===== src/rtl/cdb_arbiter_pkg.sv =====
// Shared constants and helpers for the common data bus arbiter and its requesters.
package cdb_arbiter_pkg;

  localparam int unsigned CdbNreq  = 4;
  localparam int unsigned CdbTagW  = 4;
  localparam int unsigned CdbXlen  = 32;
  localparam int unsigned CdbSrcW  = 3;
  localparam int unsigned CdbBusyW = 16;

  // Tag 0 means "no producer" and must never appear on the bus.
  localparam logic [CdbTagW-1:0] CdbTagNone = '0;

  localparam int unsigned CdbSrcAlu = 0;
  localparam int unsigned CdbSrcLsb = 1;
  localparam int unsigned CdbSrcBr  = 2;

  typedef logic [CdbBusyW-1:0] busy_cnt_t;

  function automatic busy_cnt_t sat_inc(input busy_cnt_t cnt);
    return (cnt == '1) ? cnt : cnt + 1'b1;
  endfunction

endpackage


===== src/rtl/cdb_arbiter_if.sv =====
// Requester handshake and CDB broadcast signals shared by producers and the arbiter.
interface cdb_arbiter_if
  import cdb_arbiter_pkg::*;
#(
  parameter int unsigned N_REQ = CdbNreq,
  parameter int unsigned TAG_W = CdbTagW,
  parameter int unsigned XLEN  = CdbXlen
);
  logic [N_REQ-1:0]       req_valid;
  logic [N_REQ*TAG_W-1:0] req_tag;
  logic [N_REQ*XLEN-1:0]  req_val;
  logic [N_REQ*XLEN-1:0]  req_addr;
  logic [N_REQ-1:0]       req_ready;

  logic                   cdb_active;
  logic [TAG_W-1:0]       cdb_tag;
  logic [XLEN-1:0]        cdb_val;
  logic [XLEN-1:0]        cdb_addr;
  logic [CdbSrcW-1:0]     cdb_src;

  modport master (
    output req_valid, req_tag, req_val, req_addr,
    input  req_ready, cdb_active, cdb_tag, cdb_val, cdb_addr, cdb_src
  );

  modport slave (
    input  req_valid, req_tag, req_val, req_addr,
    output req_ready, cdb_active, cdb_tag, cdb_val, cdb_addr, cdb_src
  );
endinterface


===== src/rtl/cdb_arbiter_rr_pick.sv =====
// Combinational round-robin picker: first set bit of eligible_i at or after ptr_i, wrapping.
module cdb_arbiter_rr_pick #(
  parameter int unsigned N    = 4,
  parameter int unsigned IdxW = $clog2(N)
) (
  input  logic [N-1:0]    eligible_i,
  input  logic [IdxW-1:0] ptr_i,
  output logic [N-1:0]    grant_o,
  output logic [IdxW-1:0] idx_o,
  output logic            any_o
);

  int unsigned j;

  always_comb begin
    grant_o = '0;
    idx_o   = '0;
    any_o   = 1'b0;
    j       = 0;
    for (int unsigned k = 0; k < N; k++) begin
      j = (32'(ptr_i) + k) % N;
      if (!any_o && eligible_i[j]) begin
        any_o      = 1'b1;
        grant_o[j] = 1'b1;
        idx_o      = IdxW'(j);
      end
    end
  end

endmodule


===== src/rtl/cdb_arbiter.sv =====
// Round-robin arbiter for the common data bus; the winner is registered onto the CDB
// one cycle after its handshake.
module cdb_arbiter
  import cdb_arbiter_pkg::*;
#(
  parameter int unsigned N_REQ = CdbNreq,
  parameter int unsigned TAG_W = CdbTagW,
  parameter int unsigned XLEN  = CdbXlen
) (
  input  logic               clk_in,
  input  logic               rst_in,
  input  logic               rdy_in,
  input  logic               flush_in,
  cdb_arbiter_if.slave       bus,
  output logic [CdbBusyW-1:0] busy_cnt
);

  localparam int unsigned IdxW = $clog2(N_REQ);

  logic [N_REQ-1:0] eligible, grant;
  logic [IdxW-1:0]  win;
  logic             any;

  logic               active_q, active_d;
  logic [TAG_W-1:0]   tag_q, tag_d;
  logic [XLEN-1:0]    val_q, val_d;
  logic [XLEN-1:0]    addr_q, addr_d;
  logic [CdbSrcW-1:0] src_q, src_d;
  logic [IdxW-1:0]    ptr_q, ptr_d;
  busy_cnt_t          busy_q, busy_d;

  always_comb begin
    eligible = '0;
    for (int unsigned i = 0; i < N_REQ; i++) begin
      eligible[i] = bus.req_valid[i] && (bus.req_tag[i*TAG_W +: TAG_W] != '0);
    end
  end

  cdb_arbiter_rr_pick #(
    .N    (N_REQ),
    .IdxW (IdxW)
  ) u_rr_pick (
    .eligible_i (eligible),
    .ptr_i      (ptr_q),
    .grant_o    (grant),
    .idx_o      (win),
    .any_o      (any)
  );

  // Grant is withheld during reset, pause and flush so no transfer can be lost.
  assign bus.req_ready = (rst_in && rdy_in && !flush_in) ? grant : '0;

  always_comb begin
    active_d = active_q;
    tag_d    = tag_q;
    val_d    = val_q;
    addr_d   = addr_q;
    src_d    = src_q;
    ptr_d    = ptr_q;
    busy_d   = busy_q;
    if (rdy_in) begin
      if (flush_in) begin
        active_d = 1'b0;
        ptr_d    = '0;
      end else begin
        if (any) begin
          active_d = 1'b1;
          tag_d    = bus.req_tag[win*TAG_W +: TAG_W];
          val_d    = bus.req_val[win*XLEN +: XLEN];
          addr_d   = bus.req_addr[win*XLEN +: XLEN];
          src_d    = CdbSrcW'(win);
          ptr_d    = (32'(win) == N_REQ - 1) ? '0 : win + 1'b1;
        end else begin
          active_d = 1'b0;
        end
        if ($countones(eligible) >= 2) busy_d = sat_inc(busy_q);
      end
    end
  end

  always_ff @(posedge clk_in or negedge rst_in) begin
    if (!rst_in) begin
      active_q <= 1'b0;
      tag_q    <= '0;
      val_q    <= '0;
      addr_q   <= '0;
      src_q    <= '0;
      ptr_q    <= '0;
      busy_q   <= '0;
    end else begin
      active_q <= active_d;
      tag_q    <= tag_d;
      val_q    <= val_d;
      addr_q   <= addr_d;
      src_q    <= src_d;
      ptr_q    <= ptr_d;
      busy_q   <= busy_d;
    end
  end

  assign bus.cdb_active = active_q;
  assign bus.cdb_tag    = tag_q;
  assign bus.cdb_val    = val_q;
  assign bus.cdb_addr   = addr_q;
  assign bus.cdb_src    = src_q;
  assign busy_cnt       = busy_q;

  // A valid result carrying the None tag indicates a broken producer.
  always @(posedge clk_in) begin
    if (rst_in && rdy_in) begin
      for (int unsigned i = 0; i < N_REQ; i++) begin
        assert (!(bus.req_valid[i] && bus.req_tag[i*TAG_W +: TAG_W] == '0))
          else $warning("cdb_arbiter: requester %0d valid with tag 0", i);
      end
    end
  end

endmodule

===== src/flat_wrapper.sv =====
// flat-port wrapper written by rule: the top's interface ports become plain ports
module cdb_arbiter_flat import cdb_arbiter_pkg::*;
#(
  parameter int unsigned N_REQ = CdbNreq,
  parameter int unsigned TAG_W = CdbTagW,
  parameter int unsigned XLEN  = CdbXlen
)
  (clk_in, rst_in, rdy_in, flush_in, busy_cnt, bus_req_valid, bus_req_tag, bus_req_val, bus_req_addr, bus_req_ready, bus_cdb_active, bus_cdb_tag, bus_cdb_val, bus_cdb_addr, bus_cdb_src);
  cdb_arbiter_if #(.N_REQ(N_REQ), .TAG_W(TAG_W), .XLEN(XLEN)) bus_i ();
  input  logic clk_in;
  input  logic rst_in;
  input  logic rdy_in;
  input  logic flush_in;
  output logic [CdbBusyW-1:0] busy_cnt;
  input wire logic [$bits(bus_i.req_valid)-1:0] bus_req_valid;
  input wire logic [$bits(bus_i.req_tag)-1:0] bus_req_tag;
  input wire logic [$bits(bus_i.req_val)-1:0] bus_req_val;
  input wire logic [$bits(bus_i.req_addr)-1:0] bus_req_addr;
  output wire logic [$bits(bus_i.req_ready)-1:0] bus_req_ready;
  output wire logic [$bits(bus_i.cdb_active)-1:0] bus_cdb_active;
  output wire logic [$bits(bus_i.cdb_tag)-1:0] bus_cdb_tag;
  output wire logic [$bits(bus_i.cdb_val)-1:0] bus_cdb_val;
  output wire logic [$bits(bus_i.cdb_addr)-1:0] bus_cdb_addr;
  output wire logic [$bits(bus_i.cdb_src)-1:0] bus_cdb_src;
  assign bus_i.req_valid = bus_req_valid;
  assign bus_i.req_tag = bus_req_tag;
  assign bus_i.req_val = bus_req_val;
  assign bus_i.req_addr = bus_req_addr;
  assign bus_req_ready = bus_i.req_ready;
  assign bus_cdb_active = bus_i.cdb_active;
  assign bus_cdb_tag = bus_i.cdb_tag;
  assign bus_cdb_val = bus_i.cdb_val;
  assign bus_cdb_addr = bus_i.cdb_addr;
  assign bus_cdb_src = bus_i.cdb_src;
  cdb_arbiter #(.N_REQ(N_REQ), .TAG_W(TAG_W), .XLEN(XLEN)) u_core (.clk_in(clk_in), .rst_in(rst_in), .rdy_in(rdy_in), .flush_in(flush_in), .bus(bus_i), .busy_cnt(busy_cnt));
endmodule

===== config.mk =====
export PLATFORM = sky130hd
export DESIGN_NAME = cdb_arbiter_flat
export DESIGN_NICKNAME = d
export VERILOG_FILES = /design/src/rtl/cdb_arbiter_pkg.sv /design/src/rtl/cdb_arbiter_if.sv /design/src/rtl/cdb_arbiter_rr_pick.sv /design/src/rtl/cdb_arbiter.sv /design/src/flat_wrapper.sv
export SDC_FILE = /design/constraint.sdc
export NUM_CORES = 1
export LEC_CHECK = 0
export ABC_AREA = 1
export BUFFER_PORTS_ARGS = -buffer_cell sky130_fd_sc_hd__buf_2
export CORE_AREA = 2 2 145 147
export CTS_BUF_LIST = sky130_fd_sc_hd__clkbuf_8
export DETAILED_ROUTE_END_ITERATION = 12
export DIE_AREA = 0 0 147 149
export GPL_TIMING_DRIVEN = 0
export HOLD_SLACK_MARGIN = 0.02
export PLACE_DENSITY = 0.71
export SETUP_SLACK_MARGIN = 0.15
export SKIP_CTS_REPAIR_TIMING = 1
export SYNTH_ARGS = -nofsm -noshare
export SYNTH_HDL_FRONTEND = slang
export SYNTH_HIERARCHICAL = 1
export SYNTH_SLANG_ARGS = --single-unit

===== constraint.sdc =====
create_clock -name clk_in -period 6.65 [get_ports clk_in]
set_input_delay 0 -clock clk_in [delete_from_list [all_inputs] [get_ports clk_in]]
set_output_delay 0 -clock clk_in [all_outputs]
set_load 0.005 [all_outputs]

==> results of run 1 <==
-- routing by layer --
metal | wire length, um | global-route usage, %
met5 | 27 | 0
met4 | 756 | 7.596
met3 | 2390 | 6.177
met2 | 13250 | 39.77
met1 | 11310 | 30.64
-- cells in the mapped netlist, types with 6 or more instances --
| master | count | area share [%] |
|---|---|---|
| a21oi_1 | 7 | 0.57 |
| buf_2 | 33 | 2.7 |
| clkbuf_1 | 26 | 1.6 |
| dfrtp_1 | 89 | 36 |
| ha_1 | 7 | 1.4 |
| inv_1 | 30 | 1.8 |
| inv_2 | 6 | 0.36 |
| nand2_1 | 299 | 18 |
| nand2_2 | 7 | 0.71 |
| nand3_1 | 21 | 1.7 |
| nand4_1 | 18 | 1.8 |
| nor2_1 | 157 | 9.5 |
| o21ai_0 | 97 | 7.8 |
| o21ai_1 | 46 | 3.7 |
| o22ai_1 | 69 | 7.0 |
-- worst min path at each step --
stage                      from                                   to  slack (ns)  cells after the start
6_report         bus_req_val[0]    u_core/bus.cdb_val[0]$_DFFE_PN0P_        0.01                      5
5_1_grt        bus_req_addr[11]  u_core/bus.cdb_addr[11]$_DFFE_PN0P_        0.02                      5
4_1_cts                  rst_in  u_core/bus.cdb_addr[18]$_DFFE_PN0P_       -0.38                      1
3_5_place_dp             rst_in  u_core/bus.cdb_addr[17]$_DFFE_PN0P_        0.06                      1
3_3_place_gp             rdy_in    u_core/bus.cdb_active$_DFFE_PN0P_        0.26                      2
2_1_floorplan            rst_in    u_core/bus.cdb_active$_DFFE_PN0P_       -0.30                      0
-- flip-flops by register name, indices dropped and copies added, names as in the netlist --
| signal | count |
|---|---|
| u_core/busy_cnt | 16 |
| u_core/ptr_q | 2 |
| u_core/bus.cdb_active | 1 |
| u_core/bus.cdb_src | 2 |
| u_core/bus.cdb_val | 32 |
| u_core/bus.cdb_addr | 32 |
| u_core/bus.cdb_tag | 4 |
-- layout make-up --
cell class / count / area share, %
Multi-Input combinational cell: 757 / 39.87
Tap cell: 275 / 3.890
Clock inverter: 5 / 0.3536
Timing Repair Buffer: 395 / 23.99
Sequential cell: 89 / 25.18
Clock buffer: 11 / 1.711
Buffer: 63 / 3.395
Antenna cell: 3 / 0.08487
Inverter: 36 / 1.528
-- through the flow --
stage                     area (um2)  total power, uW  hold slack (ns)  utilization, %  worst slack (ns)
final                           8846             4583          0.01437           43.03             2.741
after global routing            8846             4974          0.02194           43.03             2.490
after CTS                       8598             4489          -0.3792           41.83             3.087
after detailed placement        8416             4103          0.05708           40.94             3.096
after global placement          8386             4073           0.2578           40.79             3.103
after floorplan                 6190             2936          -0.2956               -             4.107
-- critical path, stage by stage, from the launching register on --
cell,delay (ns)
dfrtp_1,0.52
inv_2,0.18
ha_1,0.39
inv_1,0.10
nand3_1,0.09
nand2_1,0.05
nor2_1,0.33
a21oi_1,0.12
nand3_1,0.35
buf_2,0.38
buf_2,0.30
o21ai_0,0.15
o22ai_1,0.19
dlygate4sd3_1,0.58
nand2_1,0.05
nand2_1,0.06
-- cell families after synthesis --
| kind of cell | synth area share, % |
|---|---|
| simple gates | 33.96 |
| compound gates | 20.38 |
| buf+inv | 7.034 |
| flops | 35.98 |
| fa+ha+maj | 1.738 |
| xor+xnor | 0.8490 |
| other cells | 0.06058 |
-- power by group through the flow --
stage / Clock, uW / Combinational (uW) / Sequential, uW
4_1_cts: 378 / 3210 / 902
3_3_place_gp: 0 / 3170 / 908
5_1_grt: 401 / 3640 / 930
2_1_floorplan: 0 / 2020 / 912
6_report: 363 / 3320 / 904
3_5_place_dp: 0 / 3200 / 902
==> flow_metrics.py, run 1 <==
metrics = {
    "sta": {
        "clock_skew_ns": 0.01312,
        "setup-violations-final": 0,
        "rsz0062_at_grt": "no",
        "report.final.slew_viol_count": 0,
        "finalCriticalPeriod_ns": 3.910,
        "period_share_pct": 58.79,
        "tightest_slew_ns": 0.8649,
        "fmax_mhz": 255.8,
        "tns_ns": 0,
        "relSlewSlack_pct": 42.34,
        "hold_viol": 0,
    },
    "status": {
        "status": "completed",
    },
    "pwr": {
        "power_switching_uw": 2518,
        "combPwrFrac_pct": 72.4,
        "power_frac_clock_pct": 7.9,
        "p_int_uw": 2065,
        "leakage_uw": 0.004755,
        "p_seq_share_pct": 19.7,
        "swShare_pct": 54.94,
        "vdd_ir_drop_max_mv": 0.2882,
        "powerDensity_nw_per_um2": 518.1,
    },
    "finish": {
        "flow.area_growth_from_synthesis_pct": 42.91,
        "layout_commonest_cell": "buf_2",
        "regArea_um2": 2227,
        "nets": 1639,
        "layout_common_cells": "402 x buf_2, 299 x nand2_1, 157 x nor2_1",
        "multi_input_comb_area_um2": 3527,
        "fillers": 2193,
        "final_layout_size_suffix_gt1_share_pct": 32.89,
        "layout.cells.non_filler": 1634,
    },
    "cts": {
        "clkLatencyLatePin_ns": 0.37,
        "cts_buffers": 9,
        "htree_levels": 3,
        "cts_max_path_buffers": 2,
        "clk_pin_slew_ns": 0.10,
        "cts_tree": "built",
        "cts_sinks": 89,
        "cts-root-buf": "clkbuf_8",
    },
    "floorplan": {
        "die_area_um2": 21900,
        "die_y_um": 149,
        "die_w_um": 147,
        "ios": 372,
        "start_util_pct": 30.11,
        "coreArea_um2": 20560,
        "rows": 53,
    },
    "worst_setup_path": {
        "cp.arrival_ns": 4.22,
        "worstSetupEndpointType": "flip-flop",
        "crit_required_ns": 6.96,
        "r2r_setup_slack_ns": 2.74,
        "crit_path_start": "u_core/ptr_q[0]$_DFFE_PN0P_",
        "r2r_end": "u_core/bus.cdb_addr[3]$_DFFE_PN0P_",
        "r2r_cells": 15,
        "r2r-start": "u_core/ptr_q[0]$_DFFE_PN0P_",
        "crit_fanout": 10,
        "startpoint_type": "flip-flop",
        "crit_type": "reg -> reg",
        "crit_end": "u_core/bus.cdb_addr[3]$_DFFE_PN0P_",
    },
    "worst_hold_path": {
        "hold_path_class": "in -> reg",
    },
    "placed_design": {
        "place.gp.congestion": 0.9568,
        "port_buffers": 370,
        "hpwl_mm": 21.32,
        "dp_cells": 1591,
    },
    "synthesis": {
        "yosysWarnings": 6,
        "syn_nets": 1233,
        "syn-mean-instance-area_um2": 6.550,
        "yosys_most_used_dff": "dfrtp_1",
        "yosysSeqAreaShare_pct": 35.98,
        "synth_seq_cells": 89,
        "synth_cells": 945,
        "synth-async-reset-ratio_pct": 100.0,
        "synth_edf_count": 0,
        "synth.distinct_cells": 30,
        "syn-cell-area_um2": 6190,
    },
    "global_routing": {
        "grt_pass1_vias": 7425,
        "grt_first_pass_wirelength_mm": 40.74,
        "grt_util_all_layers_pct": 23.93,
        "grt_max_degree": 48,
        "antenna_found_initial": 5,
        "overflow": 0,
    },
    "detailed_routing": {
        "drtIter0Drc": 593,
        "via_count": 8246,
        "routed_via_density": 5.047,
        "ant_nets": 0,
        "drt_first_pass_iters": 5,
        "detail_route.drc_violations": 0,
        "post_drt_wl_per_cell_um": 16.97,
        "routed_wl_mm": 27.73,
    },
    "run": {
        "max_cap_viol_count": 0,
    },
}
Power figures use the tool's default switching activity.
==> run 2, diff against run 1 <==
--- a/config.mk
+++ b/config.mk
@@ -13,7 +13,7 @@
 export DIE_AREA = 0 0 147 149
 export GPL_TIMING_DRIVEN = 0
 export HOLD_SLACK_MARGIN = 0.02
-export PLACE_DENSITY = 0.71
+export PLACE_DENSITY = 0.73
 export SETUP_SLACK_MARGIN = 0.15
 export SKIP_CTS_REPAIR_TIMING = 1
 export SYNTH_ARGS = -nofsm -noshare
==> constraint.sdc (replaced) <==
create_clock -name clk_in -period 3.2 [get_ports clk_in]
set_input_delay 0 -clock clk_in [delete_from_list [all_inputs] [get_ports clk_in]]
set_output_delay 0 -clock clk_in [all_outputs]
set_load 0.005 [all_outputs]
==> flow_metrics.py, run 2 (same netlist as run 1, synthesis figures left out) <==
metrics = {
    "worst_setup_path": {
        "crit_required_ns": 3.50,
        "startpoint_type": "flip-flop",
        "cp.arrival_ns": 3.21,
        "crit_fanout": 10,
        "crit_type": "reg -> reg",
        "worstSetupEndpointType": "flip-flop",
    },
    "floorplan": {
        "ios": 372,
        "coreArea_um2": 20560,
        "start_util_pct": 30.11,
        "die_area_um2": 21900,
        "die_y_um": 149,
        "rows": 53,
        "die_w_um": 147,
    },
    "detailed_routing": {
        "top_layer_used": "met4",
        "drt_first_pass_iters": 5,
        "ant_nets": 0,
        "detail_route.drc_violations": 0,
        "routed_wl_mm": 28.01,
        "post_drt_wl_per_cell_um": 17.09,
        "wl_met1_mm": 11.53,
        "routed_via_density": 5.063,
        "via_count": 8298,
        "drtIter0Drc": 629,
        "route.met3.wl_mm": 2.139,
        "met2_length_mm": 13.55,
    },
    "global_routing": {
        "grt_util_all_layers_pct": 24.41,
        "antenna_found_initial": 2,
        "grt_pass1_vias": 7645,
        "overflow": 0,
        "grt_first_pass_wirelength_mm": 41.34,
        "grt_max_degree": 55,
    },
    "cts": {
        "cts_max_path_buffers": 2,
        "clk_pin_slew_ns": 0.09,
        "cts_tree": "built",
        "htree_levels": 3,
        "cts-root-buf": "clkbuf_8",
        "clkLatencyLatePin_ns": 0.37,
        "cts_sinks": 89,
        "cts_buffers": 9,
    },
    "status": {
        "violations": "hold timing",
        "status": "complete, but fails checks",
    },
    "finish": {
        "multi_input_comb_area_um2": 3566,
        "fillers": 2165,
        "flow.area_growth_from_synthesis_pct": 45.28,
        "layout_common_cells": "391 x buf_2, 298 x nand2_1, 156 x nor2_1",
        "final_layout_size_suffix_gt1_share_pct": 34.14,
        "nets": 1645,
        "regArea_um2": 2230,
        "layout_commonest_cell": "buf_2",
    },
    "sta": {
        "rsz0062_at_grt": "no",
        "report.final.slew_viol_count": 0,
        "period_share_pct": 91.14,
        "tightest_slew_ns": 0.6443,
        "holdWs_ns": -0.004959,
        "tns_ns": 0,
        "finalCriticalPeriod_ns": 2.916,
        "clock_skew_ns": 0.02030,
        "fmax_mhz": 342.9,
        "hold_viol": 1,
        "relSlewSlack_pct": 56.48,
        "setup-violations-final": 0,
    },
    "placed_design": {
        "hpwl_mm": 21.54,
        "place.gp.congestion": 0.9835,
        "port_buffers": 370,
    },
    "pwr": {
        "leakage_uw": 0.004825,
        "vdd_ir_drop_max_mv": 0.5772,
        "powerDensity_nw_per_um2": 1087,
        "power.total_uw": 9777,
    },
    "run": {
        "max_cap_viol_count": 0,
    },
    "worst_hold_path": {
        "hold_path_class": "in -> reg",
    },
}
[run 2: cell types whose count changed in the layout (fill, tap and decap cells not counted), moves of 5 or more]
cell | previous run | this run
clkbuf_2 | 0 | 5
buf_4 | 3 | 9
clkbuf_4 | 0 | 7
clkbuf_1 | 26 | 21
buf_2 | 402 | 391
[run 2: power by group]
| part | switching [uW] | internal [uW] | leakage, uW | total, uW |
|---|---|---|---|---|
| combinational | 4640 | 2490 | 0.00360 | 7140 |
| clock | 427 | 346 | 0.000100 | 772 |
| sequential | 283 | 1590 | 0.00112 | 1870 |
| total | 5350 | 4420 | 0.00482 | 9780 |
[run 2: worst paths after layout]
check / startpoint / endpoint / slack [ns] / cells past startpoint
worst max-delay path: u_core/ptr_q[1]$_DFFE_PN0P_ / u_core/bus.cdb_addr[18]$_DFFE_PN0P_ / 0.28 / 15
worst min-delay path: bus_req_addr[6] / u_core/bus.cdb_addr[6]$_DFFE_PN0P_ / -0.005 / 5
worst max register to register: u_core/ptr_q[1]$_DFFE_PN0P_ / u_core/bus.cdb_addr[18]$_DFFE_PN0P_ / 0.28 / 15
worst min register to register: u_core/bus.cdb_val[21]$_DFFE_PN0P_ / u_core/bus.cdb_val[21]$_DFFE_PN0P_ / 0.48 / 2
max in group asynchronous: rst_in / u_core/bus.cdb_val[26]$_DFFE_PN0P_ / 2.40 / 3
min in group asynchronous: rst_in / u_core/bus.cdb_tag[2]$_DFFE_PN0P_ / 0.14 / 2
[run 2: cell type report]
type                       count  area share (%)
multi-input combinational    757           39.65
sequential                    89           24.79
timing repair buffer         401           24.15
tap                          275           3.826
buffer                        63           3.799
clock buffer                  12           1.837
inverter                      36           1.600
clock inverter                 4          0.2783
antenna                        2         0.05566
[run 2: critical path, cell delays in order, from the launching register on]
cell and delay [ns]:
dfrtp_2 0.45, clkinvlp_4 0.15, ha_4 0.31, inv_1 0.07, nand2_1 0.08, nand2_2 0.06, nor2_4 0.14, buf_6 0.16
nand4_1 0.10, nand3_2 0.12, buf_6 0.18, clkbuf_1 0.46, nor2_1 0.10, o22ai_1 0.29, nand2_1 0.11, nand2_1 0.07
[run 2: routing by layer]
layer,GRT usage [%],vias to the layer above
li1,-,3956
met1,30.60,3863
met2,41.95,423
met3,4.465,56
met4,9.423,0
met5,0,-
[run 2: stage by stage]
| stage | setup WS [ns] | std cells | hold slack [ns] | area (um2) | util (%) |
|---|---|---|---|---|---|
| 3_3_place_gp | -0.4559 | 1590 | 0.2583 | 8386 | 40.79 |
| 6_report | 0.2837 | 1639 | -0.004959 | 8992 | 43.74 |
| 5_1_grt | 0.1379 | 1639 | 0.02024 | 8992 | 43.74 |
| 3_5_place_dp | -0.5106 | 1591 | 0.01862 | 8416 | 40.94 |
| 4_1_cts | -0.5154 | 1607 | -0.4052 | 8606 | 41.86 |
| 2_1_floorplan | 0.6571 | 945 | -0.2956 | 6190 | - |
==> run 3, diff against run 2 <==
--- a/config.mk
+++ b/config.mk
@@ -7,13 +7,16 @@
 export LEC_CHECK = 0
 export ABC_AREA = 1
 export BUFFER_PORTS_ARGS = -buffer_cell sky130_fd_sc_hd__buf_2
+export CAP_MARGIN = 20
 export CORE_AREA = 2 2 145 147
 export CTS_BUF_LIST = sky130_fd_sc_hd__clkbuf_8
+export CTS_CLUSTER_SIZE = 24
 export DETAILED_ROUTE_END_ITERATION = 12
 export DIE_AREA = 0 0 147 149
 export GPL_TIMING_DRIVEN = 0
 export HOLD_SLACK_MARGIN = 0.02
 export PLACE_DENSITY = 0.73
+export REMOVE_ABC_BUFFERS = 1
 export SETUP_SLACK_MARGIN = 0.15
 export SKIP_CTS_REPAIR_TIMING = 1
 export SYNTH_ARGS = -nofsm -noshare
==> flow_metrics.py, run 3 (same netlist as run 1, synthesis figures left out) <==
metrics = {
    "global_routing": {
        "grt_first_pass_wirelength_mm": 35.57,
        "overflow": 0,
        "grt_util_all_layers_pct": 20.03,
        "grt_max_degree": 85,
        "antenna_found_initial": 0,
        "grt_pass1_vias": 7025,
    },
    "placed_design": {
        "port_buffers": 370,
        "placed_area_um2": 8238,
        "place_ws_ns": -1.234,
        "place.gp.congestion": 0.9040,
        "hpwl_mm": 16.85,
    },
    "worst_setup_path": {
        "cp.arrival_ns": 3.27,
        "crit_end": "u_core/bus.cdb_addr[27]$_DFFE_PN0P_",
        "crit_fanout": 41,
        "r2r_cells": 15,
        "worstSetupEndpointType": "flip-flop",
        "crit_type": "reg -> reg",
        "r2r_setup_slack_ns": 0.19,
        "r2r-start": "u_core/ptr_q[1]$_DFFE_PN0P_",
        "crit_path_start": "u_core/ptr_q[1]$_DFFE_PN0P_",
        "startpoint_type": "flip-flop",
        "r2r_end": "u_core/bus.cdb_addr[27]$_DFFE_PN0P_",
        "crit_required_ns": 3.45,
    },
    "cts": {
        "clk_pin_slew_ns": 0.10,
        "cts_tree": "built",
        "htree_levels": 3,
        "cts_max_path_buffers": 2,
        "cts_buffers": 9,
        "cts_sinks": 89,
        "clkLatencyLatePin_ns": 0.37,
        "cts-root-buf": "clkbuf_8",
    },
    "finish": {
        "final_layout_size_suffix_gt1_share_pct": 34.19,
        "diodes": 0,
        "flow.area_growth_from_synthesis_pct": 45.64,
        "layout_common_cells": "369 x buf_2, 298 x nand2_1, 156 x nor2_1",
        "finalInstanceArea_um2": 9015,
        "layout_commonest_cell": "buf_2",
        "nets": 1599,
    },
    "detailed_routing": {
        "drt_first_pass_iters": 6,
        "ant_nets": 0,
        "routed_via_density": 5.126,
        "routed_wl_mm": 27.29,
        "post_drt_wl_per_cell_um": 17.15,
        "detail_route.drc_violations": 0,
        "via_count": 8156,
        "drtIter0Drc": 646,
    },
    "pwr": {
        "combPwrFrac_pct": 74.1,
        "swShare_pct": 53.99,
        "power_frac_clock_pct": 7.6,
        "leakage_uw": 0.004791,
        "powerDensity_nw_per_um2": 1121,
        "p_int_uw": 4649,
        "power_switching_uw": 5457,
        "vdd_ir_drop_max_mv": 0.6445,
        "p_seq_share_pct": 18.3,
    },
    "floorplan": {
        "die_w_um": 147,
        "rows": 53,
        "ios": 372,
        "die_y_um": 149,
        "coreArea_um2": 20560,
        "start_util_pct": 30.11,
        "die_area_um2": 21900,
    },
    "sta": {
        "period_share_pct": 94.14,
        "finalCriticalPeriod_ns": 3.012,
        "setup-violations-final": 0,
        "rsz0062_at_grt": "no",
        "setup_ws_ns": 0.1875,
        "hold_viol": 0,
        "tightest_slew_ns": 0.6579,
        "clock_skew_ns": 0.02246,
        "fmax_mhz": 332.0,
        "report.final.slew_viol_count": 0,
        "relSlewSlack_pct": 55.57,
    },
    "status": {
        "status": "completed",
    },
    "run": {
        "max_cap_viol_count": 0,
    },
    "worst_hold_path": {
        "hold_path_class": "in -> reg",
    },
}
==> run 3: cell types whose count changed in the layout (fill, tap and decap cells not counted), sizes merged <==
cell         before  now
clkinvlp          2    1
nand3            25   28
diode             2    0
dlygate4sd3      26   20
buf             405  389
clkbuf           45   16
nand2           307  308
clkinv            1    3
==> run 3: metrics by stage <==
stage	instances	setup TNS (ns)	util (%)	total power, uW	hold WS (ns)
2_1_floorplan	882	-203.22	-	5246	-0.2956
4_1_cts	1548	-59.59	41.00	8753	-0.4217
5_1_grt	1591	0	43.85	10910	0.02273
6_report	1591	0	43.85	10110	0.002462
3_3_place_gp	1527	-397.38	39.33	5773	0.2281
3_5_place_dp	1532	-62.24	40.07	7957	-0.001822
==> run 3: worst min-delay path by stage <==
stage	end	cells after the start	startpoint	slack, ns
finish	u_core/bus.cdb_addr[21]$_DFFE_PN0P_	5	bus_req_addr[21]	0.002
global route	u_core/bus.cdb_addr[22]$_DFFE_PN0P_	5	bus_req_addr[22]	0.02
CTS	u_core/bus.cdb_active$_DFFE_PN0P_	1	rst_in	-0.42
detailed placement	u_core/bus.cdb_active$_DFFE_PN0P_	1	rst_in	-0.002
global placement	u_core/bus.cdb_active$_DFFE_PN0P_	2	rdy_in	0.23
floorplan	u_core/bus.cdb_active$_DFFE_PN0P_	0	rst_in	-0.30
==> run 3: routing by layer <==
layer / global-route usage, % / vias to the layer above / wire, um
met2: 34.58 / 461 / 13030
met5: 0 / - / 0
li1: - / 3874 / -
met3: 3.089 / 52 / 2419
met4: 7.260 / 0 / 792
met1: 25.54 / 3769 / 11050
==> run 3: area by class of cell <==
class,count,area [um2]
clock inverter,5,38.79
inverter,36,156.4
timing repair buffer,414,2420
tap,275,344.1
sequential,89,2230
clock buffer,11,151.4
fill,2115,11540
multi-input combinational,761,3675
==> run 3: critical path, cell delays in order (launching register included) <==
cell	delay, ns
dfrtp_2	0.41
inv_2	0.10
ha_2	0.41
inv_1	0.11
nand2_1	0.09
nand2_2	0.06
nor2_4	0.22
nand4_1	0.23
nand3_4	0.14
buf_12	0.19
inv_4	0.13
buf_12	0.18
o21ai_0	0.19
o22ai_1	0.20
nand2_1	0.10
nand2_1	0.05
==> run 3: power by group through the flow <==
stage | clock (uW) | combinational [uW] | sequential [uW]
floorplan | 0 | 3350 | 1900
CTS | 810 | 6090 | 1850
global placement | 0 | 3930 | 1840
global route | 846 | 8160 | 1900
finish | 768 | 7490 | 1850
detailed placement | 0 | 6100 | 1860
